==> src/rtl/mem_arb_pkg.sv <==
// Shared state encoding, grant-owner codes and default sizing for the
// fetch/LSU unified memory port arbiter.
package mem_arb_pkg;

    localparam logic [1:0] MEM_ARB_OWN_NONE = 2'd0;
    localparam logic [1:0] MEM_ARB_OWN_IF   = 2'd1;
    localparam logic [1:0] MEM_ARB_OWN_LSU  = 2'd2;

    localparam int MEM_ARB_DEF_XLEN    = 32;
    localparam int MEM_ARB_DEF_STREAK  = 4;
    localparam int MEM_ARB_DEF_TIMEOUT = 255;

    // A busy state's encoding is the owner code of the requester it serves.
    typedef enum logic [1:0] {
        MEM_ARB_IDLE     = MEM_ARB_OWN_NONE,
        MEM_ARB_IF_BUSY  = MEM_ARB_OWN_IF,
        MEM_ARB_LSU_BUSY = MEM_ARB_OWN_LSU
    } type_mem_arb_state_e;

endpackage

==> src/rtl/mem_arb_if.sv <==
// Requester and memory-slave signals of the arbiter; master = arbiter view,
// slave = the surrounding pipeline/memory view.
interface mem_arb_if
    import mem_arb_pkg::*;
#(
    parameter int XLEN = MEM_ARB_DEF_XLEN
);
    logic              if_req_i;
    logic [XLEN-1:0]   if_addr_i;
    logic              if_kill_i;
    logic              if_ack_o;
    logic [XLEN-1:0]   if_rdata_o;

    logic              lsu_req_i;
    logic [XLEN-1:0]   lsu_addr_i;
    logic [XLEN-1:0]   lsu_wdata_i;
    logic [XLEN/8-1:0] lsu_sel_i;
    logic              lsu_w_en_i;
    logic              lsu_flush_i;
    logic              lsu_ack_o;
    logic [XLEN-1:0]   lsu_rdata_o;

    logic              mem_req_o;
    logic [XLEN-1:0]   mem_addr_o;
    logic [XLEN-1:0]   mem_wdata_o;
    logic [XLEN/8-1:0] mem_sel_o;
    logic              mem_w_en_o;
    logic              mem_ack_i;
    logic [XLEN-1:0]   mem_rdata_i;
    logic              mem_err_o;

    modport master (
        input  if_req_i, if_addr_i, if_kill_i,
        output if_ack_o, if_rdata_o,
        input  lsu_req_i, lsu_addr_i, lsu_wdata_i, lsu_sel_i, lsu_w_en_i, lsu_flush_i,
        output lsu_ack_o, lsu_rdata_o,
        output mem_req_o, mem_addr_o, mem_wdata_o, mem_sel_o, mem_w_en_o, mem_err_o,
        input  mem_ack_i, mem_rdata_i
    );

    modport slave (
        output if_req_i, if_addr_i, if_kill_i,
        input  if_ack_o, if_rdata_o,
        output lsu_req_i, lsu_addr_i, lsu_wdata_i, lsu_sel_i, lsu_w_en_i, lsu_flush_i,
        input  lsu_ack_o, lsu_rdata_o,
        input  mem_req_o, mem_addr_o, mem_wdata_o, mem_sel_o, mem_w_en_o, mem_err_o,
        output mem_ack_i, mem_rdata_i
    );

endinterface

==> src/rtl/mem_arb_wdt.sv <==
// Busy-cycle watchdog for the memory arbiter; flags the BUSY cycle in which
// TIMEOUT_CYCLES have elapsed since the grant.
module mem_arb_wdt
    import mem_arb_pkg::*;
#(
    parameter int TIMEOUT_CYCLES = MEM_ARB_DEF_TIMEOUT
) (
    input  logic clk,
    input  logic rst,
    input  logic clr,
    input  logic busy,
    output logic expired
);
    localparam int CW = $clog2(TIMEOUT_CYCLES + 1);

    logic [CW-1:0] cnt;

    always_ff @(posedge clk) begin
        if (rst || clr)
            cnt <= '0;
        else if (busy && cnt != CW'(TIMEOUT_CYCLES))
            cnt <= cnt + 1'b1;
    end

    // cnt holds the number of BUSY cycles already elapsed before this one.
    assign expired = busy && (cnt == CW'(TIMEOUT_CYCLES - 1));

endmodule

==> src/rtl/mem_arbiter.sv <==
// Fetch/LSU arbiter onto a single memory port, one transaction in flight.
// Optional watchdog abort enabled by defining MEM_ARB_TIMEOUT_EN.
module mem_arbiter
    import mem_arb_pkg::*;
#(
    parameter int XLEN           = MEM_ARB_DEF_XLEN,
    parameter int MAX_LSU_STREAK = MEM_ARB_DEF_STREAK,
    parameter int TIMEOUT_CYCLES = MEM_ARB_DEF_TIMEOUT
) (
    input  logic     clk,
    input  logic     rst,
    mem_arb_if.master bus
);
    localparam int SW = $clog2(MAX_LSU_STREAK + 1);
    localparam int BW = XLEN / 8;

    type_mem_arb_state_e state;
    logic [SW-1:0]       streak;
    logic                drop;

    logic                req_q;
    logic [XLEN-1:0]     addr_q;
    logic [XLEN-1:0]     wdata_q;
    logic [BW-1:0]       sel_q;
    logic                w_en_q;

    logic fetch_ok, lsu_ok, force_if, grant_lsu, grant_if;
    logic busy, timeout, done;

    assign fetch_ok  = bus.if_req_i & ~bus.if_kill_i;
    assign lsu_ok    = bus.lsu_req_i & ~bus.lsu_flush_i;
    assign force_if  = fetch_ok && (streak == SW'(MAX_LSU_STREAK));
    assign grant_lsu = (state == MEM_ARB_IDLE) && lsu_ok && !force_if;
    assign grant_if  = (state == MEM_ARB_IDLE) && !grant_lsu && fetch_ok;
    assign busy      = (state != MEM_ARB_IDLE);

`ifdef MEM_ARB_TIMEOUT_EN
    logic wdt_expired;

    mem_arb_wdt #(
        .TIMEOUT_CYCLES (TIMEOUT_CYCLES)
    ) u_wdt (
        .clk     (clk),
        .rst     (rst),
        .clr     (grant_lsu | grant_if),
        .busy    (busy),
        .expired (wdt_expired)
    );

    // A real ack in the expiry cycle wins over the abort.
    assign timeout = busy & wdt_expired & ~bus.mem_ack_i;
`else
    logic unused_timeout_cfg;
    assign unused_timeout_cfg = (TIMEOUT_CYCLES > 0);
    assign timeout            = 1'b0;
`endif

    assign done = busy & (bus.mem_ack_i | timeout);

    assign bus.if_ack_o    = done & (state == MEM_ARB_IF_BUSY)  & ~drop;
    assign bus.lsu_ack_o   = done & (state == MEM_ARB_LSU_BUSY) & ~drop;
    assign bus.if_rdata_o  = timeout ? '0 : bus.mem_rdata_i;
    assign bus.lsu_rdata_o = timeout ? '0 : bus.mem_rdata_i;
    assign bus.mem_err_o   = timeout;

    assign bus.mem_req_o   = req_q;
    assign bus.mem_addr_o  = addr_q;
    assign bus.mem_wdata_o = wdata_q;
    assign bus.mem_sel_o   = sel_q;
    assign bus.mem_w_en_o  = w_en_q;

    always_ff @(posedge clk) begin
        if (rst) begin
            state   <= MEM_ARB_IDLE;
            streak  <= '0;
            drop    <= 1'b0;
            req_q   <= 1'b0;
            addr_q  <= '0;
            wdata_q <= '0;
            sel_q   <= '0;
            w_en_q  <= 1'b0;
        end else begin
            case (state)
                MEM_ARB_IDLE: begin
                    drop <= 1'b0;
                    if (grant_lsu) begin
                        state   <= MEM_ARB_LSU_BUSY;
                        req_q   <= 1'b1;
                        addr_q  <= bus.lsu_addr_i;
                        wdata_q <= bus.lsu_wdata_i;
                        sel_q   <= bus.lsu_sel_i;
                        w_en_q  <= bus.lsu_w_en_i;
                        // Streak only grows while fetch is waiting behind the LSU.
                        if (!bus.if_req_i)
                            streak <= '0;
                        else if (streak != SW'(MAX_LSU_STREAK))
                            streak <= streak + 1'b1;
                    end else if (grant_if) begin
                        state   <= MEM_ARB_IF_BUSY;
                        req_q   <= 1'b1;
                        addr_q  <= bus.if_addr_i;
                        wdata_q <= '0;
                        sel_q   <= '1;
                        w_en_q  <= 1'b0;
                        streak  <= '0;
                    end else if (!bus.if_req_i) begin
                        streak <= '0;
                    end
                end
                default: begin
                    if (done) begin
                        state <= MEM_ARB_IDLE;
                        req_q <= 1'b0;
                        drop  <= 1'b0;
                    end else if ((state == MEM_ARB_LSU_BUSY && bus.lsu_flush_i) ||
                                 (state == MEM_ARB_IF_BUSY  && bus.if_kill_i)) begin
                        // Slave cycle cannot be aborted; just swallow its ack.
                        drop <= 1'b1;
                    end
                end
            endcase
        end
    end

endmodule

==> src/flat_wrapper.sv <==
// flat-port wrapper written by rule: the top's interface ports become plain ports
module mem_arbiter_flat import mem_arb_pkg::*;
#(
    parameter int XLEN           = MEM_ARB_DEF_XLEN,
    parameter int MAX_LSU_STREAK = MEM_ARB_DEF_STREAK,
    parameter int TIMEOUT_CYCLES = MEM_ARB_DEF_TIMEOUT
)
  (clk, rst, bus_if_req_i, bus_if_addr_i, bus_if_kill_i, bus_if_ack_o, bus_if_rdata_o, bus_lsu_req_i, bus_lsu_addr_i, bus_lsu_wdata_i, bus_lsu_sel_i, bus_lsu_w_en_i, bus_lsu_flush_i, bus_lsu_ack_o, bus_lsu_rdata_o, bus_mem_req_o, bus_mem_addr_o, bus_mem_wdata_o, bus_mem_sel_o, bus_mem_w_en_o, bus_mem_err_o, bus_mem_ack_i, bus_mem_rdata_i);
  mem_arb_if #(.XLEN(XLEN)) bus_i ();
  input  logic clk;
  input  logic rst;
  input wire logic [$bits(bus_i.if_req_i)-1:0] bus_if_req_i;
  input wire logic [$bits(bus_i.if_addr_i)-1:0] bus_if_addr_i;
  input wire logic [$bits(bus_i.if_kill_i)-1:0] bus_if_kill_i;
  output wire logic [$bits(bus_i.if_ack_o)-1:0] bus_if_ack_o;
  output wire logic [$bits(bus_i.if_rdata_o)-1:0] bus_if_rdata_o;
  input wire logic [$bits(bus_i.lsu_req_i)-1:0] bus_lsu_req_i;
  input wire logic [$bits(bus_i.lsu_addr_i)-1:0] bus_lsu_addr_i;
  input wire logic [$bits(bus_i.lsu_wdata_i)-1:0] bus_lsu_wdata_i;
  input wire logic [$bits(bus_i.lsu_sel_i)-1:0] bus_lsu_sel_i;
  input wire logic [$bits(bus_i.lsu_w_en_i)-1:0] bus_lsu_w_en_i;
  input wire logic [$bits(bus_i.lsu_flush_i)-1:0] bus_lsu_flush_i;
  output wire logic [$bits(bus_i.lsu_ack_o)-1:0] bus_lsu_ack_o;
  output wire logic [$bits(bus_i.lsu_rdata_o)-1:0] bus_lsu_rdata_o;
  output wire logic [$bits(bus_i.mem_req_o)-1:0] bus_mem_req_o;
  output wire logic [$bits(bus_i.mem_addr_o)-1:0] bus_mem_addr_o;
  output wire logic [$bits(bus_i.mem_wdata_o)-1:0] bus_mem_wdata_o;
  output wire logic [$bits(bus_i.mem_sel_o)-1:0] bus_mem_sel_o;
  output wire logic [$bits(bus_i.mem_w_en_o)-1:0] bus_mem_w_en_o;
  output wire logic [$bits(bus_i.mem_err_o)-1:0] bus_mem_err_o;
  input wire logic [$bits(bus_i.mem_ack_i)-1:0] bus_mem_ack_i;
  input wire logic [$bits(bus_i.mem_rdata_i)-1:0] bus_mem_rdata_i;
  assign bus_i.if_req_i = bus_if_req_i;
  assign bus_i.if_addr_i = bus_if_addr_i;
  assign bus_i.if_kill_i = bus_if_kill_i;
  assign bus_if_ack_o = bus_i.if_ack_o;
  assign bus_if_rdata_o = bus_i.if_rdata_o;
  assign bus_i.lsu_req_i = bus_lsu_req_i;
  assign bus_i.lsu_addr_i = bus_lsu_addr_i;
  assign bus_i.lsu_wdata_i = bus_lsu_wdata_i;
  assign bus_i.lsu_sel_i = bus_lsu_sel_i;
  assign bus_i.lsu_w_en_i = bus_lsu_w_en_i;
  assign bus_i.lsu_flush_i = bus_lsu_flush_i;
  assign bus_lsu_ack_o = bus_i.lsu_ack_o;
  assign bus_lsu_rdata_o = bus_i.lsu_rdata_o;
  assign bus_mem_req_o = bus_i.mem_req_o;
  assign bus_mem_addr_o = bus_i.mem_addr_o;
  assign bus_mem_wdata_o = bus_i.mem_wdata_o;
  assign bus_mem_sel_o = bus_i.mem_sel_o;
  assign bus_mem_w_en_o = bus_i.mem_w_en_o;
  assign bus_mem_err_o = bus_i.mem_err_o;
  assign bus_i.mem_ack_i = bus_mem_ack_i;
  assign bus_i.mem_rdata_i = bus_mem_rdata_i;
  mem_arbiter #(.XLEN(XLEN), .MAX_LSU_STREAK(MAX_LSU_STREAK), .TIMEOUT_CYCLES(TIMEOUT_CYCLES)) u_core (.clk(clk), .rst(rst), .bus(bus_i));
endmodule
==> config.mk <==
export PLATFORM = sky130hd
export DESIGN_NAME = mem_arbiter_flat
export DESIGN_NICKNAME = d
export VERILOG_FILES = /design/src/rtl/mem_arb_pkg.sv /design/src/rtl/mem_arb_if.sv /design/src/rtl/mem_arb_wdt.sv /design/src/rtl/mem_arbiter.sv /design/src/flat_wrapper.sv
export SDC_FILE = /design/constraint.sdc
export NUM_CORES = 1
export LEC_CHECK = 0
export CAP_MARGIN = 0
export CORE_ASPECT_RATIO = 1.75
export CORE_MARGIN = 5
export CORE_UTILIZATION = 34
export DETAILED_ROUTE_END_ITERATION = 7
export PLACE_DENSITY = 0.87
export SETUP_SLACK_MARGIN = 0.5
export SYNTH_ARGS = -nofsm -noshare
export SYNTH_HDL_FRONTEND = slang
export SYNTH_SLANG_ARGS = --single-unit
==> constraint.sdc <==
create_clock -name clk -period 2 [get_ports clk]
set_clock_uncertainty 0.2 [all_clocks]
set_input_delay 0.5 -clock clk [delete_from_list [all_inputs] [get_ports clk]]
set_output_delay 0.5 -clock clk [all_outputs]
set_load 0.02 [all_outputs]
==> After elaboration in Yosys (flattened, before gate mapping) <==
Cells that the tools add are included.
{ "totals": {"ff_bits": 76, "latchBits": 0, "ramBits": 0, "mem_bits_ro": 0, "out_inout_bits": 137, "wordCells": 65, "mem_count": 0} }
{ "classes": {"add_sub_neg": 1, "multipliers": 0, "n_div": 0, "n_lt_le_gt_ge": 0, "n_eq_ne": 7, "shifts": 0, "n_mux": 21, "bitwise": 10, "n_reduce_logical": 18} }
{ "ops": {"columns": ["cell", "n"], "rows": [
  ["$mux W32", 4],
  ["$mux W3", 5],
  ["$mux W2", 4],
  ["$mux W4", 2],
  ["$and A1 B1 Y1", 7],
  ["$logic_and A1 B1 Y1", 7],
  ["$mux W1", 6],
  ["$ne A3 B1 Y1 const B", 2],
  ["$ne A3 B3 Y1 const B", 2],
  ["$reduce_bool A2 Y1", 3],
  ["$reduce_and A2 Y1", 2],
  ["$add A3 B1 Y3 const B", 1],
  ["$eq A3 B3 Y1 const B", 1],
  ["$not A1 Y1", 3],
  ["$reduce_and A3 Y1", 1],
  ["$reduce_or A3 Y1", 1],
  ["$eq A2 B1 Y1 const B", 1],
  ["$eq A2 B2 Y1 const B", 1],
  ["$logic_not A1 Y1", 2],
  ["$logic_not A2 Y1", 1],
  ["$logic_or A1 B1 Y1", 1]
]} }

==> Longest topological paths before layout <==
Gate-level depths: netlist of run 1.
{ "depth": {"word_depth": 11, "ltp_mapped": 8, "depth_no_buf": 6} }

==> Least setup slack after synthesis of run 1 <==
OpenSTA, ideal clock, no wires.
{ "synth_timing": {"kind": "input-to-output", "from": "input bus_mem_ack_i", "to": "output bus_if_ack_o", "arrival_ps": 1328, "t_required_ps": 1300, "path_slack_ps": -28, "stages": 2, "path_cell_list": "inv_1 nor4b_1"} }
{ "synth_between": {"elab_chain_len": 3} }
{ "synth_lines": {"columns": ["item", "line_no", "source"], "rows": [
  ["from (decl)", "flat_wrapper.sv:31", "input wire logic [$bits(bus_i.mem_ack_i)-1:0] bus_mem_ack_i;"],
  ["$and A1 B1 Y1", "mem_arbiter.sv:58", "assign done = busy & (bus.mem_ack_i | timeout);"],
  ["$and A1 B1 Y1 (2 in series)", "mem_arbiter.sv:60", "assign bus.if_ack_o = done & (state == MEM_ARB_IF_BUSY) & ~drop;"],
  ["to (decl)", "flat_wrapper.sv:15", "output wire logic [$bits(bus_i.if_ack_o)-1:0] bus_if_ack_o;"]
]} }
Every way passes these cells.

==> Final worst setup path of run 1 <==
{ "layout_timing": {"from": "register u_core.state[1]", "to": "register u_core.addr_q[4], in the netlist u_core.bus.mem_addr_o[4]"} }
{ "layout_between": {"elab_chain_len": 8, "word_cells_on_any_way": 9, "cone_classes": "mux (1); reduce/logical (8)"} }
{ "layout_lines": {"columns": ["item", "line_no", "source"], "rows": [
  ["from (decl)", "mem_arbiter.sv:17", "type_mem_arb_state_e state;"],
  ["from (signal assigned)", "mem_arbiter.sv:74", "state <= MEM_ARB_IDLE;"],
  ["from (signal assigned)", "mem_arbiter.sv:87", "state <= MEM_ARB_LSU_BUSY;"],
  ["from (signal assigned)", "mem_arbiter.sv:99", "state <= MEM_ARB_IF_BUSY;"],
  ["$logic_not A2 Y1 (*)", "mem_arbiter.sv:33, mem_arbiter.sv:34, mem_arbiter.sv:83", null],
  ["$logic_and A1 B1 Y1 (2 in series)", "mem_arbiter.sv:33", "assign grant_lsu = (state == MEM_ARB_IDLE) && lsu_ok && !force_if;"],
  ["$logic_not A1 Y1", "mem_arbiter.sv:34", "assign grant_if = (state == MEM_ARB_IDLE) && !grant_lsu && fetch_ok;"],
  ["$logic_and A1 B1 Y1 (2 in series)", "mem_arbiter.sv:34", null],
  ["$reduce_bool A2 Y1 (no line)", null, null],
  ["$reduce_and A2 Y1 (no line)", null, null],
  ["to (signal assigned)", "mem_arbiter.sv:89", "addr_q <= bus.lsu_addr_i;"],
  ["to (signal assigned)", "mem_arbiter.sv:101", "addr_q <= bus.if_addr_i;"],
  ["to (decl)", "mem_arbiter.sv:22", "logic [XLEN-1:0] addr_q;"]
]} }
Mark *: on every way between the ends. The rest lies on a longest branch, timed or not.
A chain may end at the register's enable or synchronous reset.

==> results of run 1 <==
## cell type report
type,instances,area [sq um],share of cell area
timing repair buffer,265,2850,0.429
clock inverter,4,55.1,0.00828
sequential,76,1620,0.244
multi-input combinational,243,1680,0.253
inverter,3,11.3,0.00169
clock buffer,12,267,0.0401
tap,127,159,0.0239
## synthesized netlist by cell type, drive strengths merged (2+ instances only)
cell type   n  share of area
a21oi       7          0.011
a311oi     33          0.099
nor2b       2         0.0035
inv         3         0.0032
buf        81           0.17
nor4b       2         0.0049
clkbuf     14          0.015
nand2      68          0.072
o22ai       4         0.0070
nand2b      3         0.0053
o21ai       6         0.0085
nor2       72          0.076
ha          2         0.0070
dfxtp      76           0.43
a22oi      33          0.070
## per-stage QoR
stage | hold slack (ns) | area [sq um] | TNS [ns] | util | cells
floorplan | 0.270 | 3680 | 0 | - | 417
global placement | 0.273 | 5190 | -26.24 | 0.507 | 652
detailed placement | 0.289 | 5190 | -30.42 | 0.507 | 652
CTS | 0.230 | 6150 | 0 | 0.600 | 701
global route | 0.244 | 6650 | -0.00586 | 0.649 | 730
finish | 0.246 | 6650 | 0 | 0.649 | 730
## critical path, stage by stage, from the launching register on
cell,delay (ns)
dfxtp_4,0.37
or2_4,0.27
a311oi_4,0.25
buf_6,0.18
buf_16,0.13
buf_12,0.13
nand2_2,0.05
a311oi_2,0.22
## worst paths after layout
| kind | startpoint | to | slack (ns) | depth (start not counted) |
|---|---|---|---|---|
| max | u_core.state[1] | u_core.bus.mem_addr_o[4] | 0.1 | 7 |
| min | bus_mem_ack_i | u_core.drop | 0.25 | 2 |
| max reg2reg | u_core.state[1] | u_core.bus.mem_addr_o[4] | 0.1 | 7 |
| min reg2reg | u_core.bus.mem_addr_o[18] | u_core.bus.mem_addr_o[18] | 0.30 | 2 |
## layout by cell type, fill, tap and decap left out, types with 3 or more instances in the layout
| cell | instances |
|---|---|
| buf_6 | 82 |
| a21oi_1 | 3 |
| dfxtp_4 | 3 |
| buf_4 | 57 |
| nor2_1 | 71 |
| o22ai_1 | 4 |
| clkdlybuf4s50_1 | 101 |
| nand2_2 | 9 |
| clkbuf_16 | 11 |
| dfxtp_1 | 3 |
| a311oi_2 | 8 |
| buf_16 | 7 |
| nand2_1 | 58 |
| o21ai_0 | 5 |
| clkbuf_8 | 3 |
| a22oi_2 | 31 |
| inv_2 | 3 |
| a311oi_1 | 24 |
| dfxtp_2 | 70 |
| buf_12 | 8 |
## flip-flops by register name, indices dropped and copies added (netlist names)
register                cells
u_core.bus.mem_addr_o      32
u_core.streak               3
u_core.bus.mem_sel_o        4
u_core.state                2
u_core.bus.mem_wdata_o     32
u_core.bus.mem_w_en_o       1
u_core.bus.mem_req_o        1
u_core.drop                 1
## repair_timing
item / in CTS / in global routing
hold buffers: 0 / 0
endpoints found under the setup margin: 148 / 147
pin swaps: 37 / 35
endpoints found under the hold margin: 0 / 0
gates resized for setup: 349 / 251
gates cloned: 8 / 3
buffers inserted: 25 / 26
## report_power, final
| group | leakage [nW] | total [mW] | switching (mW) | internal, mW |
|---|---|---|---|---|
| logic | 1.90 | 1.40 | 0.620 | 0.776 |
| registers | 0.653 | 1.74 | 0.0876 | 1.65 |
| clock network | 0.155 | 1.72 | 0.648 | 1.08 |
| total | 2.71 | 4.85 | 1.36 | 3.50 |
## cell families after synthesis
family	synth area share
simple gates	0.176
fa+ha+maj	0.00705
compound gates	0.201
other cells	0.00106
flops	0.429
buf+inv	0.186
## per-layer routing
layer | track usage | up-vias | part of all wire
li1 | - | 1740 | -
met1 | 0.199 | 1817 | 0.29
met2 | 0.387 | 244 | 0.52
met3 | 0.132 | 66 | 0.14
met4 | 0.120 | 0 | 0.045
met5 | 0 | - | 0
==> results.sh, run 1 <==
export IMPL_status="completed"
export IMPL_grt_pass1_vias=3941
export IMPL_dr_pass1_iters=4
export IMPL_numCtsBuffers=9
export IMPL_vias_per_cell=5.30
export IMPL_setup_viol=0
export IMPL_dp_hpwl_um=10000
export IMPL_grt_overflow_total=0
export IMPL_slew_viol_final=0
export IMPL_critPathMaxFanout=8
export IMPL_cp_start_kind="register"
export IMPL_ys_warnings_count=0
export IMPL_layout_drive_gt1_share=0.532
export IMPL_fillers=768
export IMPL_cts_root_buf="clkbuf_16"
export IMPL_grt_usage=0.225
export IMPL_finalNetCount=740
export IMPL_grt_pass1_wl_um=21700
export IMPL_antenna_found_initial=0
export IMPL_rows=49
export IMPL_drcViolationCount=0
export IMPL_clk_pin_slew_ns=0.06
export IMPL_grt_max_degree=77
export IMPL_endpoint_kind="register"
export IMPL_critPathKind="register to register"
export IMPL_post_place_ws_ns=-0.722
export IMPL_synth_edff_count=0
export IMPL_gp_congestion=0.859
export IMPL_ys_ff_latch=76
export IMPL_h_tree_depth=3
export IMPL_drt_iter0_drc=144
export IMPL_synth_yosys_seq_area_share=0.429
export IMPL_peakVddDrop_mv=0.663
export IMPL_syn_area_sq_um=3550
export IMPL_syn_to_final_growth_pct=87.3
export IMPL_p_leak_nw=2.71
export IMPL_clk_path_buf_depth=2
export IMPL_io_pins=277
export IMPL_async_reset_ff_frac=0
export IMPL_synthesis_nets=559
export IMPL_fmax_mhz=526
export IMPL_syn_instance_count=417
export IMPL_hold_viol=0
export IMPL_cts_sinks=76
export IMPL_start_util=0.347
export IMPL_cap_violations=0
export IMPL_via_count=3867
export IMPL_hold_path_class="input port to register"
export IMPL_io_buffers=179
export IMPL_postSynthAreaPerCell_sq_um=8.51
export IMPL_drtAntennaViolNets=0
export IMPL_arrival_ns=1.94
export IMPL_die_h_um=145
export IMPL_dieArea_sq_um=12700
export IMPL_synth_distinct_cells=32
export IMPL_required_ns=2.04
export IMPL_die_w_um=87.2
export IMPL_cellPowerDensity_nw_per_um2=730
export IMPL_wl_per_cell_um=21.9
export IMPL_period_share=0.951
export IMPL_p_total_mw=4.85
export IMPL_setup_ws_ns=0.0974
export IMPL_clk_latency_ns=0.33
export IMPL_wl_um=16000
export IMPL_grt_setup_unrepaired="true"
export IMPL_synth_ff_type="dfxtp_1"
export IMPL_core_area_sq_um=10200
export IMPL_period_needed_ns=1.90
export IMPL_cts_tree="yes"
export IMPL_diodes=0
(Power assumes the default switching activity.)
==> run 2, diff against run 1 <==
CORE_AREA = 2 2 109 111   (was unset)
CORE_ASPECT_RATIO = unset   (was 1.75)
CORE_MARGIN = unset   (was 5)
CORE_UTILIZATION = unset   (was 34)
DIE_AREA = 0 0 111 113   (was unset)
PLACE_DENSITY = 0.81   (was 0.87)
==> run 2 against run 1 <==
- sequential power about the same
- core utilization increased by 1.6 points
- global-route usage decreased by 0.87 points
- largest cell class unchanged
- sequential share of layout area decreased by 2.7 points
- critical path type unchanged
==> results.sh, run 2 (synthesis gave the netlist of run 1 again) <==
export IMPL_status="completed"
export IMPL_grt_use_met3=0.0621
export IMPL_seq_power_share=0.341
export IMPL_busiest_layer="met2"
export IMPL_peakVddDrop_mv=0.413
export IMPL_die_h_um=113
export IMPL_dr_pass1_iters=4
export IMPL_endpoint_kind="register"
export IMPL_critPathKind="register to register"
export IMPL_grt_usage=0.216
export IMPL_io_pins=277
export IMPL_crit_family="compound AO/OA/AOI/OAI gates"
export IMPL_via_count=3978
export IMPL_p_int_mw=3.67
export IMPL_gp_congestion=0.867
export IMPL_path_cells="or2_4, a311oi_4, buf_6, buf_12, buf_16, nand2_4, a311oi_2"
export IMPL_cts_sinks=76
export IMPL_fmax_mhz=506
export IMPL_arrival_ns=2.00
export IMPL_h_tree_depth=3
export IMPL_hold_ws_ns=0.173
export IMPL_setup_viol=0
export IMPL_p_leak_nw=3.10
export IMPL_grt_overflow_total=0
export IMPL_post_route_util=0.665
export IMPL_hold_path_class="input port to register"
export IMPL_cellPowerDensity_nw_per_um2=682
export IMPL_required_ns=2.02
export IMPL_seq_area_sq_um=1630
export IMPL_clk_path_buf_depth=2
export IMPL_layout_drive_gt1_share=0.623
export IMPL_hold_end="u_core.drop"
export IMPL_dieArea_sq_um=12500
export IMPL_critical_path_max_stage_delay_ns=0.36
export IMPL_start_util=0.315
export IMPL_grt_max_degree=77
export IMPL_cap_violations=0
export IMPL_finalNetCount=772
export IMPL_hold_viol=0
export IMPL_rows=39
export IMPL_drt_iter0_drc=210
export IMPL_final_cell_mix="clkdlybuf4s50_1 (101), buf_6 (88), dfxtp_2 (71)"
export IMPL_r2r_start="u_core.state[1]"
export IMPL_drtAntennaViolNets=0
export IMPL_slew_viol_final=0
export IMPL_diodes=0
export IMPL_grt_use_met2=0.389
export IMPL_wl_um=15300
export IMPL_grt_setup_unrepaired="true"
export IMPL_crit_buf_inv=3
export IMPL_core_area_sq_um=11300
export IMPL_period_share=0.988
export IMPL_worst_path_max_delay_cell="dfxtp_4"
export IMPL_grt_pass1_vias=4007
export IMPL_fillers=814
export IMPL_dp_hpwl_um=7420
export IMPL_critPathMaxFanout=6
export IMPL_syn_to_final_growth_pct=111
export IMPL_reg2reg_slack_ns=0.02
export IMPL_combPwrFrac=0.336
export IMPL_die_w_um=111
export IMPL_clk_pin_slew_ns=0.06
export IMPL_reg2regPathDepth=7
export IMPL_antenna_found_initial=0
export IMPL_cts_root_buf="clkbuf_16"
export IMPL_crit_reg2reg_capture="u_core.bus.mem_addr_o[13]"
export IMPL_cp_start_kind="register"
export IMPL_io_buffers=179
export IMPL_ctsHoldBuffers=0
export IMPL_cts_tree="yes"
export IMPL_min_delay_start="bus_mem_ack_i"
export IMPL_p_switching_mw=1.45
export IMPL_p_total_mw=5.11
export IMPL_numCtsBuffers=9
export IMPL_final_common_cell="clkdlybuf4s50_1"
export IMPL_drcViolationCount=0
export IMPL_wl_per_cell_um=19.7
export IMPL_sw_frac_of_total=0.283
export IMPL_vias_per_cell=5.12
export IMPL_hold_depth=2
export IMPL_power_share_clock=0.323
export IMPL_clk_latency_ns=0.33
export IMPL_grt_pass1_wl_um=21400
export IMPL_multi_input_area_sq_um=1950
export IMPL_use_met1=0.238
export IMPL_period_needed_ns=1.98
run 2: how the worst max path moves through the flow:
stage / to / from / slack (ns) / cells after the start
floorplan: u_core.bus.mem_addr_o[10] / bus_if_req_i / 0.26 / 5
detailed placement: bus_if_ack_o / bus_mem_ack_i / -0.71 / 4
finish: u_core.bus.mem_addr_o[13] / u_core.state[1] / 0.02 / 7
CTS: bus_if_ack_o / u_core.state[1] / 0.09 / 3
global placement: bus_if_ack_o / bus_mem_ack_i / -0.71 / 4
global route: u_core.bus.mem_wdata_o[10] / u_core.streak[0] / -0.03 / 9
run 2: what timing repair did:
item                                    in CTS  in global routing
endpoints found under the setup margin     148                143
resized for setup                          571                102
setup buffers                               44                 28
hold endpoints to repair                     0                  0
gates cloned                                16                  5
pin swaps                                   49                 87
run 2: cell type report:
cell class | instances | area share
Clock buffer | 11 | 0.0337
Clock inverter | 4 | 0.00651
Inverter | 3 | 0.00184
Multi-Input combinational cell | 243 | 0.261
Sequential cell | 76 | 0.217
Tap cell | 143 | 0.0239
Timing Repair Buffer | 297 | 0.457
run 2: routing by layer:
metal,share of wire,routed length (um)
met4,0.028,424
met1,0.37,5730
met2,0.53,8060
met3,0.071,1090
met5,0,0
run 2: power by group through the flow:
stage | clock (mW) | sequential [mW] | combinational (mW)
global route | 1.75 | 1.75 | 1.80
finish | 1.65 | 1.74 | 1.72
CTS | 1.67 | 1.74 | 1.46
global placement | 0 | 1.72 | 1.02
floorplan | 0 | 1.85 | 0.545
detailed placement | 0 | 1.73 | 1.04
run 2: per-stage QoR:
step	setup WS, ns	std cells	setup TNS (ns)	area [sq um]
floorplan	0.260	417	0	3680
global placement	-0.706	669	-26.88	5240
detailed placement	-0.713	669	-30.66	5240
CTS	0.0860	744	0	6790
global route	-0.0347	777	-0.218	7500
finish	0.0244	777	0	7500
